==> config.mk <==
export PLATFORM = sky130hd
export DESIGN_NAME = ysyx_23060075_divider_flat
export DESIGN_NICKNAME = d
export VERILOG_FILES = /design/src/rtl/ysyx_23060075_divider_if.sv /design/src/rtl/ysyx_23060075_divider.sv /design/src/flat_wrapper.sv
export SDC_FILE = /design/constraint.sdc
export NUM_CORES = 1
export LEC_CHECK = 0
export CORE_MARGIN = 2
export CORE_UTILIZATION = 62
export DETAILED_ROUTE_END_ITERATION = 8
export GPL_TIMING_DRIVEN = 1
export PLACE_DENSITY = 0.92
export SLEW_MARGIN = 15
export SYNTH_ARGS = -nofsm -noshare
export SYNTH_HDL_FRONTEND = slang
export SYNTH_SLANG_ARGS = --single-unit
export TNS_END_PERCENT = 30
==> constraint.sdc <==
create_clock -name clk -period 7.7 [get_ports clk]
set_clock_uncertainty 0.15 [all_clocks]
set_input_delay 1.54 -clock clk [delete_from_list [all_inputs] [get_ports clk]]
set_output_delay 1.54 -clock clk [all_outputs]
set_load 0.05 [all_outputs]
==> src/rtl/ysyx_23060075_divider_if.sv <==
// Request/response bundle for the iterative divider.
// The master issues operands and consumes results; the slave is the divider.
interface ysyx_23060075_divider_if #(
    parameter int data_len = 32
);
    logic                in_valid;
    logic                in_ready;
    logic [data_len-1:0] dividend;
    logic [data_len-1:0] divisor;
    logic                is_signed;
    logic                out_valid;
    logic                out_ready;
    logic [data_len-1:0] quotient;
    logic [data_len-1:0] remainder;

    modport master (
        output in_valid, dividend, divisor, is_signed, out_ready,
        input  in_ready, out_valid, quotient, remainder
    );

    modport slave (
        input  in_valid, dividend, divisor, is_signed, out_ready,
        output in_ready, out_valid, quotient, remainder
    );
endinterface

==> src/rtl/ysyx_23060075_divider.sv <==
// Radix-2 restoring divider, one quotient bit per clock, with signed and
// unsigned operation, divide-by-zero and signed-overflow shortcuts.

// Add/subtract unit. For subtraction the carry output reports a borrow
// (1 = a < b as unsigned), which is what the divider step consumes.
module ysyx_23060075_adder_alu #(
    parameter int width = 33
) (
    input  logic [width-1:0] a,
    input  logic [width-1:0] b,
    input  logic             is_sub,
    output logic [width-1:0] result,
    output logic             carry
);
    logic [width:0]   sum_s;
    logic [width-1:0] b_eff_s;

    // Two's-complement add of a and (optionally inverted) b; carry flipped to borrow on subtract.
    always_comb begin
        if (is_sub) begin
            b_eff_s = ~b;
        end else begin
            b_eff_s = b;
        end
        sum_s  = {1'b0, a} + {1'b0, b_eff_s} + {{width{1'b0}}, is_sub};
        result = sum_s[width-1:0];
        carry  = sum_s[width] ^ is_sub;
    end
endmodule

module ysyx_23060075_divider #(
    parameter int data_len = 32
) (
    input  logic                       clk,
    input  logic                       rst_n,
    input  logic                       flush,
    ysyx_23060075_divider_if.slave     bus
);
    localparam int cnt_w = $clog2(data_len + 1);
    localparam logic [cnt_w-1:0]    cnt_init = cnt_w'(data_len);
    localparam logic [cnt_w-1:0]    cnt_one  = {{(cnt_w-1){1'b0}}, 1'b1};
    localparam logic [data_len-1:0] min_neg  = {1'b1, {(data_len-1){1'b0}}};
    localparam logic [data_len-1:0] all_ones = {data_len{1'b1}};
    localparam logic [data_len-1:0] zero_w   = {data_len{1'b0}};

    typedef enum logic [1:0] {
        IDLE = 2'd0,
        CALC = 2'd1,
        DONE = 2'd2
    } state_t;

    state_t              state_r;
    logic [cnt_w-1:0]    cnt_r;
    logic [data_len:0]   rem_r;        // partial remainder, one guard bit wide
    logic [data_len-1:0] dvd_r;        // dividend magnitude, quotient bits shift in at the bottom
    logic [data_len-1:0] dvs_r;        // divisor magnitude
    logic                signed_r;
    logic                dvd_neg_r;
    logic                dvs_neg_r;
    logic                out_valid_r;
    logic [data_len-1:0] quotient_r;
    logic [data_len-1:0] remainder_r;

    logic [data_len:0]   shift_s;
    logic [data_len:0]   trial_s;
    logic                carry_s;
    logic                borrow_s;
    logic [data_len:0]   next_rem_s;
    logic [data_len-1:0] next_quo_s;
    logic [data_len-1:0] quo_final_s;
    logic [data_len-1:0] rem_final_s;
    logic [data_len-1:0] dvd_mag_s;
    logic [data_len-1:0] dvs_mag_s;
    logic                div_zero_s;
    logic                overflow_s;

    function automatic logic [data_len-1:0] negate(input logic [data_len-1:0] x);
        return ~x + {{(data_len-1){1'b0}}, 1'b1};
    endfunction

    assign bus.in_ready  = (state_r == IDLE) && rst_n;
    assign bus.out_valid = out_valid_r;
    assign bus.quotient  = quotient_r;
    assign bus.remainder = remainder_r;

    ysyx_23060075_adder_alu #(
        .width (data_len + 1)
    ) u_adder (
        .a      (shift_s),
        .b      ({1'b0, dvs_r}),
        .is_sub (1'b1),
        .result (trial_s),
        .carry  (carry_s)
    );

    // One restoring step plus final sign correction, evaluated from the current registers.
    always_comb begin
        shift_s = {rem_r[data_len-1:0], dvd_r[data_len-1]};
        // The guard bit is never set for legal operands; if it were, the
        // shifted value would certainly exceed the divisor.
        borrow_s = carry_s & ~rem_r[data_len];
        if (borrow_s) begin
            next_rem_s = shift_s;
        end else begin
            next_rem_s = trial_s;
        end
        next_quo_s = {dvd_r[data_len-2:0], ~borrow_s};
        if (signed_r && (dvd_neg_r ^ dvs_neg_r)) begin
            quo_final_s = negate(next_quo_s);
        end else begin
            quo_final_s = next_quo_s;
        end
        if (signed_r && dvd_neg_r) begin
            rem_final_s = negate(next_rem_s[data_len-1:0]);
        end else begin
            rem_final_s = next_rem_s[data_len-1:0];
        end
    end

    // Request decode: operand magnitudes and the two shortcut cases.
    always_comb begin
        if (bus.is_signed && bus.dividend[data_len-1]) begin
            dvd_mag_s = negate(bus.dividend);
        end else begin
            dvd_mag_s = bus.dividend;
        end
        if (bus.is_signed && bus.divisor[data_len-1]) begin
            dvs_mag_s = negate(bus.divisor);
        end else begin
            dvs_mag_s = bus.divisor;
        end
        div_zero_s = (bus.divisor == zero_w);
        overflow_s = bus.is_signed && (bus.dividend == min_neg) && (bus.divisor == all_ones);
    end

    // Control FSM and all datapath registers; reset, then flush, take priority.
    always_ff @(posedge clk) begin
        if (!rst_n) begin
            state_r     <= IDLE;
            cnt_r       <= {cnt_w{1'b0}};
            rem_r       <= {(data_len+1){1'b0}};
            dvd_r       <= zero_w;
            dvs_r       <= zero_w;
            signed_r    <= 1'b0;
            dvd_neg_r   <= 1'b0;
            dvs_neg_r   <= 1'b0;
            out_valid_r <= 1'b0;
            quotient_r  <= zero_w;
            remainder_r <= zero_w;
        end else if (flush) begin
            state_r     <= IDLE;
            out_valid_r <= 1'b0;
        end else begin
            case (state_r)
                IDLE: begin
                    if (bus.in_valid) begin
                        if (div_zero_s) begin
                            quotient_r  <= all_ones;
                            remainder_r <= bus.dividend;
                            out_valid_r <= 1'b1;
                            state_r     <= DONE;
                        end else if (overflow_s) begin
                            quotient_r  <= bus.dividend;
                            remainder_r <= zero_w;
                            out_valid_r <= 1'b1;
                            state_r     <= DONE;
                        end else begin
                            dvd_r     <= dvd_mag_s;
                            dvs_r     <= dvs_mag_s;
                            signed_r  <= bus.is_signed;
                            dvd_neg_r <= bus.is_signed & bus.dividend[data_len-1];
                            dvs_neg_r <= bus.is_signed & bus.divisor[data_len-1];
                            rem_r     <= {(data_len+1){1'b0}};
                            cnt_r     <= cnt_init;
                            state_r   <= CALC;
                        end
                    end
                end
                CALC: begin
                    rem_r <= next_rem_s;
                    dvd_r <= next_quo_s;
                    cnt_r <= cnt_r - cnt_one;
                    if (cnt_r == cnt_one) begin
                        quotient_r  <= quo_final_s;
                        remainder_r <= rem_final_s;
                        out_valid_r <= 1'b1;
                        state_r     <= DONE;
                    end
                end
                DONE: begin
                    if (bus.out_ready) begin
                        out_valid_r <= 1'b0;
                        state_r     <= IDLE;
                    end
                end
                default: begin
                    out_valid_r <= 1'b0;
                    state_r     <= IDLE;
                end
            endcase
        end
    end
endmodule

==> src/flat_wrapper.sv <==
// flat-port wrapper written by rule: the top's interface ports become plain ports
module ysyx_23060075_divider_flat 
#(
    parameter int data_len = 32
)
  (clk, rst_n, flush, bus_in_valid, bus_dividend, bus_divisor, bus_is_signed, bus_out_ready, bus_in_ready, bus_out_valid, bus_quotient, bus_remainder);
  ysyx_23060075_divider_if #(.data_len(data_len)) bus_i ();
  input  logic clk;
  input  logic rst_n;
  input  logic flush;
  input wire logic [$bits(bus_i.in_valid)-1:0] bus_in_valid;
  input wire logic [$bits(bus_i.dividend)-1:0] bus_dividend;
  input wire logic [$bits(bus_i.divisor)-1:0] bus_divisor;
  input wire logic [$bits(bus_i.is_signed)-1:0] bus_is_signed;
  input wire logic [$bits(bus_i.out_ready)-1:0] bus_out_ready;
  output wire logic [$bits(bus_i.in_ready)-1:0] bus_in_ready;
  output wire logic [$bits(bus_i.out_valid)-1:0] bus_out_valid;
  output wire logic [$bits(bus_i.quotient)-1:0] bus_quotient;
  output wire logic [$bits(bus_i.remainder)-1:0] bus_remainder;
  assign bus_i.in_valid = bus_in_valid;
  assign bus_i.dividend = bus_dividend;
  assign bus_i.divisor = bus_divisor;
  assign bus_i.is_signed = bus_is_signed;
  assign bus_i.out_ready = bus_out_ready;
  assign bus_in_ready = bus_i.in_ready;
  assign bus_out_valid = bus_i.out_valid;
  assign bus_quotient = bus_i.quotient;
  assign bus_remainder = bus_i.remainder;
  ysyx_23060075_divider #(.data_len(data_len)) u_core (.clk(clk), .rst_n(rst_n), .flush(flush), .bus(bus_i));
endmodule
==> results.txt, run 1 <==
----------------------------------------------------
[Global routing]
  Total congestion overflow after global routing ... 0
  Combined global-route utilization of all metal layers ... 0.359
  Largest net degree at the start of global routing ... 85
  Initial antenna violation count ... 0
  Via count of the first global-routing pass ... between 10,000 and 15,000
  First-pass GRT wire length ... 59.2 mm

[Setup path]
  Type of destination of the critical path ... output pin
  Worst Path Required ... 6010 ps
  CP max FO ... between 40 and 50
  CP Data Arrival Time ... about 4400 ps
  RR Endpoint ... u_core.bus.remainder[22]$_SDFFE_PN0P_
  Type of the worst setup path ... input pin to output pin
  Most frequent cell on the critical path ... sky130_fd_sc_hd__clkdlybuf4s50_1
  Startpoint types ... input pin
  FF-to-FF path depth ... 14
  Critical path's largest stage delay ... 850 ps
  Worst path cell trace ... clkdlybuf4s50_1 > buf_4 > clkinv_2 > nor3_1 > clkdlybuf4s50_1
  Worst flop-to-flop path startpoint ... u_core.dvs_r[3]$_SDFFE_PN0P_
  Critical Path Slowest Stage Cell ... sky130_fd_sc_hd__clkdlybuf4s50_1
  Setup slack of the worst register-to-register path ... roughly 1900 ps

[Placement]
  IO Port Bufs ... 135
  Area after detailed placement ... around 14,000 um2
  Cell count after placement ... 1,945
  Pre-CTS worst setup slack ... between 1500 and 2000 ps
  Post-DP HPWL ... 26.8 mm
  Final Wtd Congestion ... 0.922

[Detailed routing]
  Post-Route WL ... 38.0 mm
  Vias ... between 10,000 and 15,000
  Number of routed nets with antenna violations ... 0
  DRC violation total after the first TritonRoute iteration ... 1,306
  First-pass detailed-route iteration total ... 6
  Post-detailed-route wirelength per cell ... 19.2 um
  DRC errors left ... 0
  Routed vias/inst ... 6.54

[Die]
  Core area ... 19,300 um2
  # rows ... 51
  IO Count ... 136
  Die width ... 144 um
  Overall die area ... 20,700 um2
  Die height ... 144 um
  Initial Utilization ... 0.628

[Yosys]
  Mean cell area of the mapped netlist ... 7.40 um2
  EDFF count, synth ... 0
  Cell types occupying the most area after synthesis ... sky130_fd_sc_hd__dfxtp_1 29%, sky130_fd_sc_hd__nor2_1 7.9%, sky130_fd_sc_hd__a21oi_1 7.1%
  Proportion of synthesized chip area in sequential cells ... 0.285
  Post-synthesis instance total ... 1,643
  Synthesized Nets ... between 1,500 and 2,000
  FF+latch count, synth ... 173
  Total standard cell area after synthesis ... approximately 12,000 um2
  Synth warn ... 0
  Dominant register cell in the synthesized netlist ... sky130_fd_sc_hd__dfxtp_1
  Synth unique cells ... 79
  Library cell occupying the most area in the post-synthesis netlist ... sky130_fd_sc_hd__dfxtp_1
  Async S/R FF share, synth ... 0
  Top cell type's share of synthesized area ... 0.285

[Pwr]
  Part of the total power dissipated in sequential elements ... 0.404
  Power per standard cell area ... around 170 nW/um2
  Internal cell power ... roughly 1600 uW
  P_sw ... 803 uW
  Switching share of power ... 0.335
  Peak supply drop ... 0.160 mV
  Static Leakage ... 0.00517 uW
  Clock power frac ... 0.353
  Comb power frac ... 0.242

[Finish]
  Combined area of the multi-input logic cells ... 8030 um2
  Cell area after layout ... 14,100 um2
  Share of cells above drive strength 1 ... 0.0409
  Antenna fix cells ... 0
  Number of fillers in the final layout ... 1,518
  Area growth, synth to finish ... 15.8%
  Final std cells w/o fill ... just under 2,000
  Fin nets ... roughly 1,800
  Area occupied by registers ... 3460 um2
  Final core area utilization ... 0.727

[STA]
  Setup Total Neg Slack ... 0 ps
  RSZ-0062 raised after global routing ... no
  Tcrit/Tclk final ... 0.785
  Final min period ... 6040 ps
  Setup violations, final ... 0
  Setup ws final ... 1660 ps
  Final Hold Violating Endpoints ... 0
  Final slew viol count ... 0
  Peak Freq ... ~170 MHz
  Relative max-transition margin ... 0.244
  Transition time at the pin with the least slew margin ... roughly 1100 ps

[Clock network]
  Clock latency of the later-clocked register in the worst-skew pair ... around 440 ps
  Clock sinks ... 173
  Post_cts resized ... 0
  TritonCTS clock tree ... yes
  Setup bufs post-CTS ... 0
  CTS Buf Count ... 17
  Number of buffers inserted for hold repair after clock tree synthesis ... 0
  Clock Path Buffers ... 2
  H-tree lvl count ... 4
  Clock root buffer ... sky130_fd_sc_hd__clkbuf_16
  Worst-path clk slew ... about 70 ps

[Min path]
  Cell depth of the worst min-delay path ... 2
  Tightest Hold Check Type ... flop to flop
  Worst Hold Launch ... u_core.bus.quotient[28]$_SDFFE_PN0P_
  Endpoint with the worst hold slack ... u_core.bus.quotient[28]$_SDFFE_PN0P_

[Run]
  Max_cap viols ... 0

[Run status]
  Status ... finished, final reports clean

----------------------------------------------------
==> flip-flops by register name, indices dropped and copies added (netlist names) <==
register / flops
u_core.cnt_r: 6
u_core.rem_r: 33
u_core.dvs_r: 32
u_core.signed_r: 1
u_core.state_r: 2
u_core.dvd_neg_r: 1
u_core.bus.out_valid: 1
u_core.dvs_neg_r: 1
u_core.bus.remainder: 32
u_core.bus.quotient: 32
u_core.dvd_r: 32
==> layout by cell type (no fill, tap or decap), types with 9 or more instances in the layout <==
master / count
sky130_fd_sc_hd__a211oi_1: 65
sky130_fd_sc_hd__a21o_1: 9
sky130_fd_sc_hd__a21oi_1: 172
sky130_fd_sc_hd__a221oi_1: 23
sky130_fd_sc_hd__a22oi_1: 14
sky130_fd_sc_hd__a31oi_1: 19
sky130_fd_sc_hd__buf_4: 12
sky130_fd_sc_hd__clkbuf_16: 17
sky130_fd_sc_hd__clkdlybuf4s50_1: 135
sky130_fd_sc_hd__dfxtp_1: 173
sky130_fd_sc_hd__ha_1: 39
sky130_fd_sc_hd__inv_1: 61
sky130_fd_sc_hd__mux2i_1: 17
sky130_fd_sc_hd__nand2_1: 111
sky130_fd_sc_hd__nand2b_1: 15
sky130_fd_sc_hd__nand3_1: 21
sky130_fd_sc_hd__nand4_1: 20
sky130_fd_sc_hd__nor2_1: 255
sky130_fd_sc_hd__nor3_1: 57
sky130_fd_sc_hd__nor4_1: 21
sky130_fd_sc_hd__o211a_1: 10
sky130_fd_sc_hd__o211ai_1: 18
sky130_fd_sc_hd__o21ai_0: 95
sky130_fd_sc_hd__o221ai_1: 9
sky130_fd_sc_hd__o31ai_1: 18
sky130_fd_sc_hd__o41ai_1: 12
sky130_fd_sc_hd__or3_1: 15
sky130_fd_sc_hd__xnor2_1: 76
sky130_fd_sc_hd__xor2_1: 67
==> worst max path at each step <==
| stage | from | endpoint | slack [ps] |
|---|---|---|---|
| floorplan | rst_n | bus_in_ready | 2830 |
| global placement | rst_n | bus_in_ready | 1720 |
| detailed placement | rst_n | bus_in_ready | 1700 |
| CTS | rst_n | bus_in_ready | 1690 |
| global route | rst_n | bus_in_ready | 1500 |
| finish | rst_n | bus_in_ready | 1660 |
==> layer usage <==
metal | up-vias | part of all wire | global-route usage | wire length, um
li1 | 6051 | - | - | -
met2 | 771 | 0.45 | 0.566 | 17100
met5 | - | 0 | 0 | 0
met1 | 5964 | 0.41 | 0.480 | 15400
met3 | 134 | 0.098 | 0.0603 | 3710
met4 | 0 | 0.046 | 0.170 | 1750
==> worst max-delay path: cells and delay by family <==
kind          cells  cell delay (ps)
buf+inv           4             2440
simple gates      1              350
==> cells in the mapped netlist (8+ instances only) <==
cell type / n
sky130_fd_sc_hd__xnor2_1: 76
sky130_fd_sc_hd__mux2i_1: 17
sky130_fd_sc_hd__a21oi_1: 172
sky130_fd_sc_hd__a22oi_1: 14
sky130_fd_sc_hd__o21ai_0: 96
sky130_fd_sc_hd__clkbuf_1: 87
sky130_fd_sc_hd__and2_1: 8
sky130_fd_sc_hd__nor3_1: 57
sky130_fd_sc_hd__inv_1: 61
sky130_fd_sc_hd__a211oi_1: 65
sky130_fd_sc_hd__o31ai_1: 18
sky130_fd_sc_hd__a21o_1: 9
sky130_fd_sc_hd__o221ai_1: 9
sky130_fd_sc_hd__nand2b_1: 16
sky130_fd_sc_hd__or3_1: 15
sky130_fd_sc_hd__o211a_1: 10
sky130_fd_sc_hd__or4_1: 8
sky130_fd_sc_hd__nor2_1: 255
sky130_fd_sc_hd__dfxtp_1: 173
sky130_fd_sc_hd__a31oi_1: 19
sky130_fd_sc_hd__nand2_1: 111
sky130_fd_sc_hd__xor2_1: 67
sky130_fd_sc_hd__and3_1: 8
sky130_fd_sc_hd__buf_2: 14
sky130_fd_sc_hd__nor4_1: 21
sky130_fd_sc_hd__a221oi_1: 23
sky130_fd_sc_hd__o211ai_1: 18
sky130_fd_sc_hd__ha_1: 39
sky130_fd_sc_hd__nand4_1: 20
sky130_fd_sc_hd__o41ai_1: 12
sky130_fd_sc_hd__nand3_1: 21
==> through the flow <==
step | total power, uW | hold WS, ps
6_report | 2400 | 315
2_1_floorplan | 1360 | 296
4_1_cts | 2380 | 314
3_3_place_gp | 1530 | 297
5_1_grt | 2480 | 342
3_5_place_dp | 1550 | 302
==> layout make-up <==
class | instances | share of cell area
clock buffer | 18 | 0.0305
multi-input combinational | 1297 | 0.571
tap | 265 | 0.0236
clock inverter | 13 | 0.00925
timing repair buffer | 147 | 0.102
inverter | 63 | 0.0169
sequential | 173 | 0.246
==> power by group through the flow <==
stage	clock network [uW]	registers, uW	logic, uW
2_1_floorplan	0	1010	357
3_3_place_gp	0	985	549
3_5_place_dp	0	987	561
4_1_cts	844	967	568
5_1_grt	884	972	628
6_report	847	969	581
==> logic make-up after synthesis <==
family | after synthesis | synth area share
AOI/OAI and AO/OA | 514 | 0.273
xor gates and xnor gates | 143 | 0.103
adders and majority gates | 40 | 0.0418
buffers and inverters | 173 | 0.0558
DFF | 173 | 0.285
muxes | 19 | 0.0159
and+or+nand+nor | 581 | 0.226
Note: power is estimated with default switching activity, not from simulation.
==> inputs of run 2 (changes only) <==
--- a/config.mk
+++ b/config.mk
@@ -6,10 +6,10 @@
 export NUM_CORES = 1
 export LEC_CHECK = 0
 export CORE_MARGIN = 2
-export CORE_UTILIZATION = 62
+export CORE_UTILIZATION = 52
 export DETAILED_ROUTE_END_ITERATION = 8
 export GPL_TIMING_DRIVEN = 1
-export PLACE_DENSITY = 0.92
+export PLACE_DENSITY = 0.83
 export SLEW_MARGIN = 15
 export SYNTH_ARGS = -nofsm -noshare
 export SYNTH_HDL_FRONTEND = slang
==> constraint.sdc (replaced) <==
create_clock -name clk -period 5.4 [get_ports clk]
set_clock_uncertainty 0.15 [all_clocks]
set_input_delay 1.08 -clock clk [delete_from_list [all_inputs] [get_ports clk]]
set_output_delay 1.08 -clock clk [all_outputs]
set_load 0.05 [all_outputs]
==> results.txt, run 2 (synthesis results as in run 1) <==
----------------------------------------------------
[Run status]
  Status ... finished, final reports clean

[Pwr]
  Power per standard cell area ... 243 nW/um2 (+43%)
  Tot Pwr ... 3510 uW (+46%)
  Static Leakage ... 0.00534 uW (+3.3%)
  Peak supply drop ... 0.193 mV (+20%)

[Clock network]
  Clock Path Buffers ... 2 (unchanged)
  Setup bufs post-CTS ... 0 (unchanged)
  Number of buffers inserted for hold repair after clock tree synthesis ... 0 (unchanged)
  H-tree lvl count ... 4 (unchanged)
  Clock sinks ... 173 (unchanged)
  Worst-path clk slew ... 80 ps (about the same)
  Clock root buffer ... sky130_fd_sc_hd__clkbuf_16
  TritonCTS clock tree ... yes
  Post_cts resized ... 0 (unchanged)
  Clock latency of the later-clocked register in the worst-skew pair ... 450 ps (about the same)
  CTS Buf Count ... 17 (unchanged)

[STA]
  Final slew viol count ... 0 (unchanged)
  Transition time at the pin with the least slew margin ... 1130 ps (-3.91 ps)
  Peak Freq ... 210 MHz
  Tcrit/Tclk final ... 0.881
  Setup Total Neg Slack ... 0 ps (unchanged)
  Final Hold Violating Endpoints ... 0 (unchanged)
  Hold_ws ... 304 ps (-10.9 ps)
  Relative max-transition margin ... 0.240 (-0.00434)
  RSZ-0062 raised after global routing ... no
  Setup violations, final ... 0 (unchanged)
  Final min period ... 4760 ps

[Detailed routing]
  Vias ... 12,900 (-0.41%)
  DRC violation total after the first TritonRoute iteration ... 1,416 (+8.4%)
  Number of routed nets with antenna violations ... 0 (unchanged)
  DRC errors left ... 0 (unchanged)
  Post-Route WL ... 39.0 mm (+2.9%)
  Routed vias/inst ... 6.28 (-4.0%)
  Post-detailed-route wirelength per cell ... 19.0 um (-0.84%)
  First-pass detailed-route iteration total ... 8 (+2)

[Placement]
  Post-DP HPWL ... 28.0 mm (+4.2%)
  Cell count after placement ... 2,018 (+3.8%)
  IO Port Bufs ... 135 (unchanged)
  Final Wtd Congestion ... 0.977 (+6.0%)

[Setup path]
  Type of destination of the critical path ... flop
  FF-to-FF path depth ... 14 (unchanged)
  Count of cell instances traversed by the critical path ... 14 (+9)
  Setup slack of the worst register-to-register path ... 640 ps (-1240 ps)
  Dominant delay contributor by cell family on the critical path ... compound AO/OA/AOI/OAI gates
  Type of the worst setup path ... flop to flop
  CP Data Arrival Time ... 4940 ps (+590 ps)
  Worst flop-to-flop path startpoint ... u_core.dvs_r[30]$_SDFFE_PN0P_
  Worst path cell trace ... inv_1 > ha_1 > a21oi_1 > o21ai_0 > a32oi_1 > o221ai_2 > a21o_2 > inv_2 > nor4_1 > o221ai_1 > o41ai_1 > xor2_1 > a221oi_1 > nor2_1
  Startpoint types ... flop
  CP max FO ... 19 (-60%)
  Launch point of the critical path ... u_core.dvs_r[30]$_SDFFE_PN0P_
  Worst Path Required ... 5580 ps (-430 ps)
  RR Endpoint ... u_core.bus.remainder[22]$_SDFFE_PN0P_
  Critical path's largest stage delay ... 540 ps (-310 ps)
  Number of buffer and inverter stages on the critical path ... 2 (-2)
  Critical Path Slowest Stage Cell ... sky130_fd_sc_hd__nor4_1

[Die]
  Die width ... 157 um (+8.9%)
  Die height ... 157 um (+8.9%)
  # rows ... 55 (+7.8%)
  Initial Utilization ... 0.533 (-0.0950)
  Overall die area ... 24,600 um2 (+19%)
  IO Count ... 136 (unchanged)
  Core area ... 22,800 um2 (+18%)

[Global routing]
  Combined global-route utilization of all metal layers ... 0.317 (-0.0422)
  Largest net degree at the start of global routing ... 83 (-2.4%)
  Total congestion overflow after global routing ... 0 (unchanged)
  Initial antenna violation count ... 0 (unchanged)
  Via count of the first global-routing pass ... 11,900 (+0.95%)
  First-pass GRT wire length ... 62.5 mm (+5.7%)

[Finish]
  Fin nets ... 1,834 (+1.4%)
  Most frequent standard cell in the layout excluding fill and tap cells ... sky130_fd_sc_hd__nor2_1
  Final std cells w/o fill ... 2,050 (+3.7%)
  Register ranked first by flip-flop count ... u_core.rem_r
  Flip-flop count of the largest register after layout ... 33 (unchanged)
  Antenna fix cells ... 0 (unchanged)
  Number of fillers in the final layout ... 2,021 (+33%)
  Commonest non-fill, non-tap cells in the layout ... 255 x sky130_fd_sc_hd__nor2_1, 173 x sky130_fd_sc_hd__dfxtp_1, 172 x sky130_fd_sc_hd__a21oi_1
  Area growth, synth to finish ... 18.6%
  Share of cells above drive strength 1 ... 0.0564 (+0.0155)

[Run]
  Max_cap viols ... 0 (unchanged)

[Min path]
  Worst Hold Launch ... u_core.bus.quotient[4]$_SDFFE_PN0P_
  Cell depth of the worst min-delay path ... 2 (unchanged)
  Tightest Hold Check Type ... flop to flop
  Endpoint with the worst hold slack ... u_core.bus.quotient[4]$_SDFFE_PN0P_

----------------------------------------------------
## run 2: worst reg2reg max path: stages, from the launching register on
cell                       delay [ps]
sky130_fd_sc_hd__dfxtp_1          330
sky130_fd_sc_hd__inv_1             50
sky130_fd_sc_hd__ha_1             370
sky130_fd_sc_hd__a21oi_1          100
sky130_fd_sc_hd__o21ai_0          410
sky130_fd_sc_hd__a32oi_1          260
sky130_fd_sc_hd__o221ai_2         410
sky130_fd_sc_hd__a21o_2           440
sky130_fd_sc_hd__inv_2            220
sky130_fd_sc_hd__nor4_1           540
sky130_fd_sc_hd__o221ai_1         340
sky130_fd_sc_hd__o41ai_1          440
sky130_fd_sc_hd__xor2_1           200
sky130_fd_sc_hd__a221oi_1         320
sky130_fd_sc_hd__nor2_1            70
## run 2: worst max path at each step
stage | to
floorplan | u_core.bus.remainder[22]$_SDFFE_PN0P_
finish | u_core.bus.remainder[22]$_SDFFE_PN0P_
global placement | u_core.bus.quotient[10]$_SDFFE_PN0P_
detailed placement | u_core.bus.quotient[10]$_SDFFE_PN0P_
global route | u_core.bus.remainder[22]$_SDFFE_PN0P_
CTS | u_core.bus.quotient[10]$_SDFFE_PN0P_
## run 2: metrics by stage
| step | setup slack (ps) | utilization | cell area [um2] |
|---|---|---|---|
| 2_1_floorplan | 1100 | - | 12200 |
| 3_3_place_gp | 366 | 0.606 | 13800 |
| 3_5_place_dp | 321 | 0.606 | 13800 |
| 4_1_cts | 773 | 0.633 | 14400 |
| 5_1_grt | 403 | 0.633 | 14400 |
| 6_report | 640 | 0.633 | 14400 |
## run 2: power by group
part	internal, uW	switching, uW	total (uW)
logic	320	536	856
clock network	662	613	1280
registers	1330	48.9	1380
total	2310	1200	3510
## run 2: layout make-up
type                    instances  area [um2]  share of cell area
well taps                     313         392              0.0272
clock inverters                15         169              0.0117
repair buffers                172        1690               0.117
inverters                      63         238              0.0165
multi-input cells            1297        8030               0.557
flip-flops and latches        173        3460               0.240
clock buffers                  17         425              0.0295
## run 2: per-layer routing
layer	global-route usage	share of wire	vias up
li1	-	-	6104
met1	0.428	0.42	6017
met2	0.509	0.46	650
met3	0.0510	0.086	96
met4	0.117	0.033	0
met5	0	0	-
